`src/rtl/pbp_history_ctrl_pkg.sv`:
```
`default_nettype none
// ============================================================================
// Module   : pbp_history_ctrl_pkg
// Brief    : Shared constants, in-flight/update record types and the GHR
//            shift helper for the perceptron-predictor history manager.
// Revision : 1.0 - initial release
// ============================================================================
package pbp_history_ctrl_pkg;

  // Global history length; must match the pbp GHR_LENGTH.
  localparam int GHR_LENGTH  = 10;
  // Maximum number of unresolved branches (power of two, >= 2).
  localparam int NR_INFLIGHT = 8;
  // Tag width: index bits plus one wrap bit.
  localparam int TAG_W       = $clog2(NR_INFLIGHT) + 1;
  // Virtual address width of branch PCs.
  localparam int VLEN        = 32;

  typedef struct packed {
    logic [VLEN-1:0]       pc;
    logic                  taken;
    logic [GHR_LENGTH-1:0] history;
  } pbp_inflight_t;

  typedef struct packed {
    logic                  valid;
    logic [VLEN-1:0]       pc;
    logic [GHR_LENGTH-1:0] history;
    logic                  taken;
    logic                  mispredict;
  } pbp_update_t;

  // Newest outcome enters at bit 0, oldest falls off the top.
  function automatic logic [GHR_LENGTH-1:0] ghr_shift(
    input logic [GHR_LENGTH-1:0] h,
    input logic                  t
  );
    return {h[GHR_LENGTH-2:0], t};
  endfunction

endpackage
`default_nettype wire

```
`src/rtl/pbp_history_ctrl_if.sv`:
```
`default_nettype none
// ============================================================================
// Module   : pbp_history_ctrl_if
// Brief    : Predict / resolve / training-update bundle between the
//            frontend, execute and the history controller.
// Revision : 1.0 - initial release
// ============================================================================
interface pbp_history_ctrl_if;
  import pbp_history_ctrl_pkg::*;

  // Prediction channel (frontend -> controller)
  logic                  pred_valid_i;
  logic                  pred_ready_o;
  logic [VLEN-1:0]       pred_pc_i;
  logic                  pred_taken_i;
  logic [TAG_W-1:0]      pred_tag_o;

  // Resolution channel (execute -> controller)
  logic                  res_valid_i;
  logic [TAG_W-1:0]      res_tag_i;
  logic                  res_taken_i;
  logic                  res_mispredict_i;

  // Training packet (controller -> pbp)
  logic                  upd_valid_o;
  logic [VLEN-1:0]       upd_pc_o;
  logic [GHR_LENGTH-1:0] upd_history_o;
  logic                  upd_taken_o;
  logic                  upd_mispredict_o;

  // Controller side
  modport slave (
    input  pred_valid_i, pred_pc_i, pred_taken_i,
    output pred_ready_o, pred_tag_o,
    input  res_valid_i, res_tag_i, res_taken_i, res_mispredict_i,
    output upd_valid_o, upd_pc_o, upd_history_o, upd_taken_o, upd_mispredict_o
  );

  // Frontend / execute / pbp side
  modport master (
    output pred_valid_i, pred_pc_i, pred_taken_i,
    input  pred_ready_o, pred_tag_o,
    output res_valid_i, res_tag_i, res_taken_i, res_mispredict_i,
    input  upd_valid_o, upd_pc_o, upd_history_o, upd_taken_o, upd_mispredict_o
  );

endinterface
`default_nettype wire

```
`src/rtl/pbp_history_ctrl_inflight_fifo.sv`:
```
`default_nettype none
// ============================================================================
// Module   : pbp_history_ctrl_inflight_fifo
// Brief    : In-order circular buffer of in-flight predicted branches.
//            Supports push at tail, pop at head, truncate to head+1
//            (mispredict squash) and clear to head (flush).
// Revision : 1.0 - initial release
// ============================================================================
module pbp_history_ctrl_inflight_fifo
  import pbp_history_ctrl_pkg::*;
(
  input  logic             clk_i,
  input  logic             rst_i,
  input  logic             push_i,
  input  pbp_inflight_t    push_data_i,
  input  logic             pop_i,
  input  logic             trunc_i,
  input  logic             clear_i,
  output pbp_inflight_t    head_data_o,
  output logic [TAG_W-1:0] head_tag_o,
  output logic [TAG_W-1:0] tail_tag_o,
  output logic             full_o,
  output logic             empty_o,
  output logic [TAG_W-1:0] occupancy_o
);

  localparam int               IDX_W   = TAG_W - 1;
  localparam logic [TAG_W-1:0] TAG_ONE = TAG_W'(1);

  logic [TAG_W-1:0] head_q, head_d;
  logic [TAG_W-1:0] tail_q, tail_d;
  pbp_inflight_t    mem_q [NR_INFLIGHT];

  // Pointer next-state: clear wins over truncate, which wins over push.
  always_comb begin
    head_d = head_q;
    tail_d = tail_q;
    if (pop_i) begin
      head_d = head_q + TAG_ONE;
    end
    if (clear_i) begin
      tail_d = head_d;
    end else if (trunc_i) begin
      tail_d = head_q + TAG_ONE;
    end else if (push_i) begin
      tail_d = tail_q + TAG_ONE;
    end
  end

  // Head/tail pointer registers.
  always_ff @(posedge clk_i or posedge rst_i) begin
    if (rst_i) begin
      head_q <= '0;
      tail_q <= '0;
    end else begin
      head_q <= head_d;
      tail_q <= tail_d;
    end
  end

  // Entry storage; contents are only meaningful between head and tail.
  always_ff @(posedge clk_i) begin
    if (push_i) begin
      mem_q[tail_q[IDX_W-1:0]] <= push_data_i;
    end
  end

  assign head_data_o = mem_q[head_q[IDX_W-1:0]];
  assign head_tag_o  = head_q;
  assign tail_tag_o  = tail_q;
  assign empty_o     = (head_q == tail_q);
  assign full_o      = (head_q[TAG_W-1] != tail_q[TAG_W-1]) &&
                       (head_q[IDX_W-1:0] == tail_q[IDX_W-1:0]);
  assign occupancy_o = tail_q - head_q;

endmodule
`default_nettype wire

```
`src/rtl/pbp_history_ctrl.sv`:
```
`default_nettype none
// ============================================================================
// Module   : pbp_history_ctrl
// Brief    : Global-history manager for the perceptron predictor. Keeps the
//            speculative and committed GHRs, tracks in-flight branches and
//            emits training packets on in-order resolution.
// Revision : 1.0 - initial release
// ============================================================================
module pbp_history_ctrl
  import pbp_history_ctrl_pkg::*;
(
  input  logic                  clk_i,
  input  logic                  rst_i,
  input  logic                  flush_i,
  input  logic                  debug_mode_i,
  pbp_history_ctrl_if.slave     bus,
  output logic [GHR_LENGTH-1:0] spec_history_o,
  output logic [GHR_LENGTH-1:0] commit_history_o,
  output logic [TAG_W-1:0]      occupancy_o,
  output logic                  err_o
);

  logic [GHR_LENGTH-1:0] spec_q, spec_d;
  logic [GHR_LENGTH-1:0] commit_q, commit_d;
  pbp_update_t           upd_q, upd_d;
  logic                  err_q, err_d;

  logic                  fifo_full;
  logic                  fifo_empty;
  logic [TAG_W-1:0]      head_tag;
  logic [TAG_W-1:0]      tail_tag;
  pbp_inflight_t         head_entry;
  pbp_inflight_t         push_entry;
  logic                  accept;
  logic                  legal_res;
  logic                  mispredict;

  // Full is taken from registered pointers: a resolve freeing a slot this
  // cycle does not open the door for a same-cycle prediction. A mispredict
  // in flight also blocks, since it rewrites the tail this cycle.
  assign bus.pred_ready_o = !fifo_full && !flush_i &&
                            !(bus.res_valid_i && bus.res_mispredict_i);
  assign accept           = bus.pred_valid_i && bus.pred_ready_o;
  assign bus.pred_tag_o   = tail_tag;

  // Resolves must arrive in program order: only the head may resolve.
  assign legal_res  = bus.res_valid_i && !fifo_empty && (bus.res_tag_i == head_tag);
  assign mispredict = legal_res && bus.res_mispredict_i;
  assign err_d      = bus.res_valid_i && !legal_res;

  // Snapshot is the pre-shift speculative history the pbp used to predict.
  assign push_entry = '{pc: bus.pred_pc_i, taken: bus.pred_taken_i, history: spec_q};

  pbp_history_ctrl_inflight_fifo u_fifo (
    .clk_i       (clk_i),
    .rst_i       (rst_i),
    .push_i      (accept),
    .push_data_i (push_entry),
    .pop_i       (legal_res),
    .trunc_i     (mispredict),
    .clear_i     (flush_i),
    .head_data_o (head_entry),
    .head_tag_o  (head_tag),
    .tail_tag_o  (tail_tag),
    .full_o      (fifo_full),
    .empty_o     (fifo_empty),
    .occupancy_o (occupancy_o)
  );

  // GHR next-state: flush restores from the (post-resolve) committed GHR,
  // a mispredict rebuilds from the snapshot, otherwise predictions shift in.
  always_comb begin
    commit_d = commit_q;
    spec_d   = spec_q;
    if (legal_res) begin
      commit_d = ghr_shift(commit_q, bus.res_taken_i);
    end
    if (flush_i) begin
      spec_d = commit_d;
    end else if (mispredict) begin
      spec_d = ghr_shift(head_entry.history, bus.res_taken_i);
    end else if (accept) begin
      spec_d = ghr_shift(spec_q, bus.pred_taken_i);
    end
  end

  // Training packet next-state: payload latched on every legal resolve,
  // valid suppressed while the core is in debug mode.
  always_comb begin
    upd_d       = upd_q;
    upd_d.valid = 1'b0;
    if (legal_res) begin
      upd_d.valid      = !debug_mode_i;
      upd_d.pc         = head_entry.pc;
      upd_d.history    = head_entry.history;
      upd_d.taken      = bus.res_taken_i;
      upd_d.mispredict = bus.res_mispredict_i;
    end
  end

  // GHR, training packet and error pulse registers.
  always_ff @(posedge clk_i or posedge rst_i) begin
    if (rst_i) begin
      spec_q   <= '0;
      commit_q <= '0;
      upd_q    <= '0;
      err_q    <= 1'b0;
    end else begin
      spec_q   <= spec_d;
      commit_q <= commit_d;
      upd_q    <= upd_d;
      err_q    <= err_d;
    end
  end

  assign spec_history_o       = spec_q;
  assign commit_history_o     = commit_q;
  assign err_o                = err_q;
  assign bus.upd_valid_o      = upd_q.valid;
  assign bus.upd_pc_o         = upd_q.pc;
  assign bus.upd_history_o    = upd_q.history;
  assign bus.upd_taken_o      = upd_q.taken;
  assign bus.upd_mispredict_o = upd_q.mispredict;

endmodule
`default_nettype wire

```
`src/flat_wrapper.sv`:
```
// flat-port wrapper written by rule: the top's interface ports become plain ports
module pbp_history_ctrl_flat import pbp_history_ctrl_pkg::*;
  (clk_i, rst_i, flush_i, debug_mode_i, spec_history_o, commit_history_o, occupancy_o, err_o, bus_pred_valid_i, bus_pred_pc_i, bus_pred_taken_i, bus_pred_ready_o, bus_pred_tag_o, bus_res_valid_i, bus_res_tag_i, bus_res_taken_i, bus_res_mispredict_i, bus_upd_valid_o, bus_upd_pc_o, bus_upd_history_o, bus_upd_taken_o, bus_upd_mispredict_o);
  pbp_history_ctrl_if bus_i ();
  input  logic clk_i;
  input  logic rst_i;
  input  logic flush_i;
  input  logic debug_mode_i;
  output logic [GHR_LENGTH-1:0] spec_history_o;
  output logic [GHR_LENGTH-1:0] commit_history_o;
  output logic [TAG_W-1:0] occupancy_o;
  output logic err_o;
  input wire logic [$bits(bus_i.pred_valid_i)-1:0] bus_pred_valid_i;
  input wire logic [$bits(bus_i.pred_pc_i)-1:0] bus_pred_pc_i;
  input wire logic [$bits(bus_i.pred_taken_i)-1:0] bus_pred_taken_i;
  output wire logic [$bits(bus_i.pred_ready_o)-1:0] bus_pred_ready_o;
  output wire logic [$bits(bus_i.pred_tag_o)-1:0] bus_pred_tag_o;
  input wire logic [$bits(bus_i.res_valid_i)-1:0] bus_res_valid_i;
  input wire logic [$bits(bus_i.res_tag_i)-1:0] bus_res_tag_i;
  input wire logic [$bits(bus_i.res_taken_i)-1:0] bus_res_taken_i;
  input wire logic [$bits(bus_i.res_mispredict_i)-1:0] bus_res_mispredict_i;
  output wire logic [$bits(bus_i.upd_valid_o)-1:0] bus_upd_valid_o;
  output wire logic [$bits(bus_i.upd_pc_o)-1:0] bus_upd_pc_o;
  output wire logic [$bits(bus_i.upd_history_o)-1:0] bus_upd_history_o;
  output wire logic [$bits(bus_i.upd_taken_o)-1:0] bus_upd_taken_o;
  output wire logic [$bits(bus_i.upd_mispredict_o)-1:0] bus_upd_mispredict_o;
  assign bus_i.pred_valid_i = bus_pred_valid_i;
  assign bus_i.pred_pc_i = bus_pred_pc_i;
  assign bus_i.pred_taken_i = bus_pred_taken_i;
  assign bus_pred_ready_o = bus_i.pred_ready_o;
  assign bus_pred_tag_o = bus_i.pred_tag_o;
  assign bus_i.res_valid_i = bus_res_valid_i;
  assign bus_i.res_tag_i = bus_res_tag_i;
  assign bus_i.res_taken_i = bus_res_taken_i;
  assign bus_i.res_mispredict_i = bus_res_mispredict_i;
  assign bus_upd_valid_o = bus_i.upd_valid_o;
  assign bus_upd_pc_o = bus_i.upd_pc_o;
  assign bus_upd_history_o = bus_i.upd_history_o;
  assign bus_upd_taken_o = bus_i.upd_taken_o;
  assign bus_upd_mispredict_o = bus_i.upd_mispredict_o;
  pbp_history_ctrl u_core (.clk_i(clk_i), .rst_i(rst_i), .flush_i(flush_i), .debug_mode_i(debug_mode_i), .bus(bus_i), .spec_history_o(spec_history_o), .commit_history_o(commit_history_o), .occupancy_o(occupancy_o), .err_o(err_o));
endmodule
```
`config.mk`:
```
export PLATFORM = sky130hd
export DESIGN_NAME = pbp_history_ctrl_flat
export DESIGN_NICKNAME = d
export VERILOG_FILES = /design/src/rtl/pbp_history_ctrl_pkg.sv /design/src/rtl/pbp_history_ctrl_if.sv /design/src/rtl/pbp_history_ctrl_inflight_fifo.sv /design/src/rtl/pbp_history_ctrl.sv /design/src/flat_wrapper.sv
export SDC_FILE = /design/constraint.sdc
export NUM_CORES = 1
export LEC_CHECK = 0
export BUFFER_PORTS_ARGS = -buffer_cell sky130_fd_sc_hd__buf_2
export CORE_AREA = 2 2 141 199
export DETAILED_ROUTE_END_ITERATION = 12
export DIE_AREA = 0 0 143 201
export PLACE_DENSITY = 0.79
export SETUP_SLACK_MARGIN = 0.02
export SYNTH_ARGS = -nofsm -noshare
export SYNTH_HDL_FRONTEND = slang
export SYNTH_SLANG_ARGS = --single-unit
```
`constraint.sdc`:
```
create_clock -name clk_i -period 7.6 [get_ports clk_i]
set_input_delay 0.76 -clock clk_i [delete_from_list [all_inputs] [get_ports clk_i]]
set_output_delay 0.76 -clock clk_i [all_outputs]
set_load 0.01 [all_outputs]
```
==> results.py <==
metrics = {
    "timing": {
        "fmax_mhz": 260.7,
        "setup_violations": 0,
        "post-route-min-period_ns": 3.835,
        "tightest_slew_ns": 1.129,
        "finalCritPeriodShare": 0.5046,
        "slew_headroom": 0.2476,
        "finalHoldViolations": 0,
        "slew_violations": 0,
        "fin_worst_skew_ns": 0.01677,
        "rsz0062_at_grt": "no",
        "tns_ns": 0,
    },
    "synth": {
        "synth_cell_types": 45,
        "ys_warn_count": 0,
        "synth_most_common_cell": "edfxtp_1",
        "synth_top_area_frac": 0.6315,
        "synthFlopType": "edfxtp_1",
        "syn_inst": 875,
        "synth_area_leaders": "edfxtp_1 63%, mux4_2 12%, dfrtp_1 12%, nand2_1 3.2%, mux2_2 1.4%",
        "synthArstFlopShare": 0.1805,
        "synth_common_cells": "336 x edfxtp_1, 136 x nand2_1, 84 x mux4_2",
        "ys_seq_area_frac": 0.7474,
        "synth.largest_area_cell": "edfxtp_1",
        "mappedNetlistArea_mm2": 0.01598,
        "synth-edff-count": 336,
        "syn-num-nets": 926,
        "synth-seq-cells": 410,
        "syn_avg_cell_area_um2": 18.26,
    },
    "power": {
        "power_density_mw_per_mm2": 366.5,
        "intPower_w": 0.004653,
        "power_frac_seq": 0.450,
        "total_leakage_power_nw": 6.422,
        "pwr-share-comb": 0.262,
        "ir_worst_vdd_mv": 0.2524,
        "netSwitchingPower_w": 0.001990,
        "pwr-share-clk": 0.288,
        "switching_share": 0.2996,
        "total_power_w": 0.006643,
    },
    "clock_network": {
        "cts.sink_count": 410,
        "cts_made_buffers": 37,
        "htree_num_levels": 2,
        "clk_latency_ns": 0.52,
        "clockBufferDepth": 3,
        "cts_hold_buf": 0,
        "root_buffer": "clkbuf_16",
        "post-cts-setup-buffers": 0,
        "ctsResizeCount": 0,
        "clk_pin_slew_ns": 0.06,
        "cts_tree": "built",
    },
    "place": {
        "gp_congestion": 0.7307,
        "dpl.cell_count": 1328,
        "port_buffers": 119,
        "dp_hpwl_mm": 16.83,
    },
    "layout": {
        "final_nets": 1048,
        "final_util": 0.6684,
        "syn_to_final_growth_pct": 13.43,
        "drive_above_1_share": 0.3043,
        "fillers": 1754,
        "stdcell_count": 1393,
    },
    "run_status": {
        "status": "finished, final reports clean",
    },
    "setup_path": {
        "crit_arrival_ns": 4.25,
        "crit_path_end_kind": "register",
        "timing_worst_setup_path_type": "reg -> reg",
        "max_stage_delay_ns": 0.92,
        "rr_worst_depth": 8,
        "cp_cell_sequence": "buf_4 -> clkinv_1 -> ha_1 -> and3_1 -> a211oi_4 -> and2_4 -> mux2_2 -> a22o_1",
        "cp_slowest_cell": "and2_4",
        "worstPathMaxFanout": 92,
        "cpLargestDelayFamily": "simple AND/OR/NAND/NOR gates",
        "cp-start-kind": "register",
        "crit_buf_inv": 2,
        "worst-path-stages": 8,
        "worstPathRequired_ns": 8.01,
    },
    "detailed_routing": {
        "drt_iter0_markers": 585,
        "post_drt_wl_per_cell_um": 23.70,
        "ant_nets": 0,
        "drc": 0,
        "drt_first_pass_iters": 5,
        "via_per_inst": 6.022,
        "drt-total-wl_mm": 33.02,
        "via_count": 8389,
    },
    "floorplan": {
        "die_area_mm2": 0.02874,
        "die_w_um": 143,
        "num_rows": 72,
        "die_h_um": 201,
        "core_area_mm2": 0.02712,
        "initial_core_util": 0.5892,
        "ios": 120,
    },
    "grt": {
        "grt_max_degree": 93,
        "grt.overflow.total": 0,
        "grt.total_usage": 0.2386,
        "grt_pass1_wl_mm": 50.74,
        "grt_pass1_vias": 8826,
        "antenna_found_initial": 5,
    },
    "run": {
        "cap_violations": 0,
    },
    "hold_path": {
        "hp-class": "in -> async",
    },
}
[worst paths after layout]
check	slack, ns	to	startpoint
max	3.76	u_core.spec_history_o[0]	u_core.u_fifo.head_tag_o[2]
min	0.23	u_core.bus.upd_pc_o[0]	rst_i
max reg2reg	3.76	u_core.spec_history_o[0]	u_core.u_fifo.head_tag_o[2]
min reg2reg	0.50	u_core.bus.upd_taken_o	u_core.bus.upd_taken_o
max in group asynchronous	6.16	u_core.u_fifo.head_tag_o[1]	rst_i
min in group clk_i	0.39	u_core.bus.upd_valid_o	debug_mode_i
[final cells by class]
cell class                      instances  area, um2  share of cell area
Antenna cell                            1      2.502           0.0001381
Multi-Input combinational cell        405       3735              0.2061
Tap cell                              370      462.9             0.02554
Sequential cell                       410      11950              0.6594
Inverter                               11      42.54            0.002347
Clock buffer                           46      989.7             0.05461
Timing Repair Buffer                  132      693.2             0.03825
Clock inverter                         18      247.7             0.01367
[flip-flops by register name, summed over array words and instances, names as in the netlist]
| signal | flops |
|---|---|
| u_core.u_fifo.mem_q | 336 |
| u_core.bus.upd_pc_o | 32 |
| u_core.bus.upd_history_o | 10 |
| u_core.commit_history_o | 10 |
| u_core.spec_history_o | 10 |
| u_core.u_fifo.head_tag_o | 4 |
| u_core.u_fifo.tail_tag_o | 4 |
| u_core.bus.upd_mispredict_o | 1 |
| u_core.bus.upd_taken_o | 1 |
| u_core.bus.upd_valid_o | 1 |
| u_core.err_o | 1 |
[per-stage QoR]
| step | cell area (um2) | hold slack, ns | worst slack, ns |
|---|---|---|---|
| after floorplan | 15980 | 0.5310 | 0.9989 |
| after global placement | 16880 | 0.4824 | 3.800 |
| after detailed placement | 16880 | 0.4876 | 3.760 |
| after CTS | 18120 | 0.2231 | 3.707 |
| after global routing | 18120 | 0.2483 | 3.519 |
| final | 18120 | 0.2334 | 3.765 |
[power groups by stage]
stage	clock network, W	logic [W]	registers (W)
3_5_place_dp	0	0.00173	0.00303
3_3_place_gp	0	0.00169	0.00302
4_1_cts	0.00194	0.00177	0.00299
2_1_floorplan	0	0.00126	0.00297
6_report	0.00191	0.00174	0.00299
5_1_grt	0.00202	0.00190	0.00303
[routing by layer]
metal	track usage	up-vias	part of all wire
met3	0.04342	72	0.065
met4	0.09618	6	0.033
li1	-	3638	-
met5	0	-	0.00094
met2	0.4081	332	0.52
met1	0.3026	4341	0.38
[placed cells by master, fill, tap and decap left out, types with 13 or more instances in the layout]
cell type	synthesis	layout
mux2_2	20	20
a21oi_1	13	13
buf_4	14	13
clkbuf_16	0	37
nand2_1	136	136
edfxtp_1	336	336
a31oi_1	33	33
dfrtp_1	74	71
nor2_1	50	49
mux4_2	84	84
buf_2	8	119
[cell families after synthesis]
kind of cell,share of synthesized area
flip-flops,0.7474
AND/OR/NAND/NOR,0.05223
multiplexers,0.1338
AO/OA/AOI/OAI,0.03156
buffers and inverters,0.02177
XOR/XNOR,0.008144
adder cells (fa/ha/maj),0.005168
(Power assumes the default switching activity.)
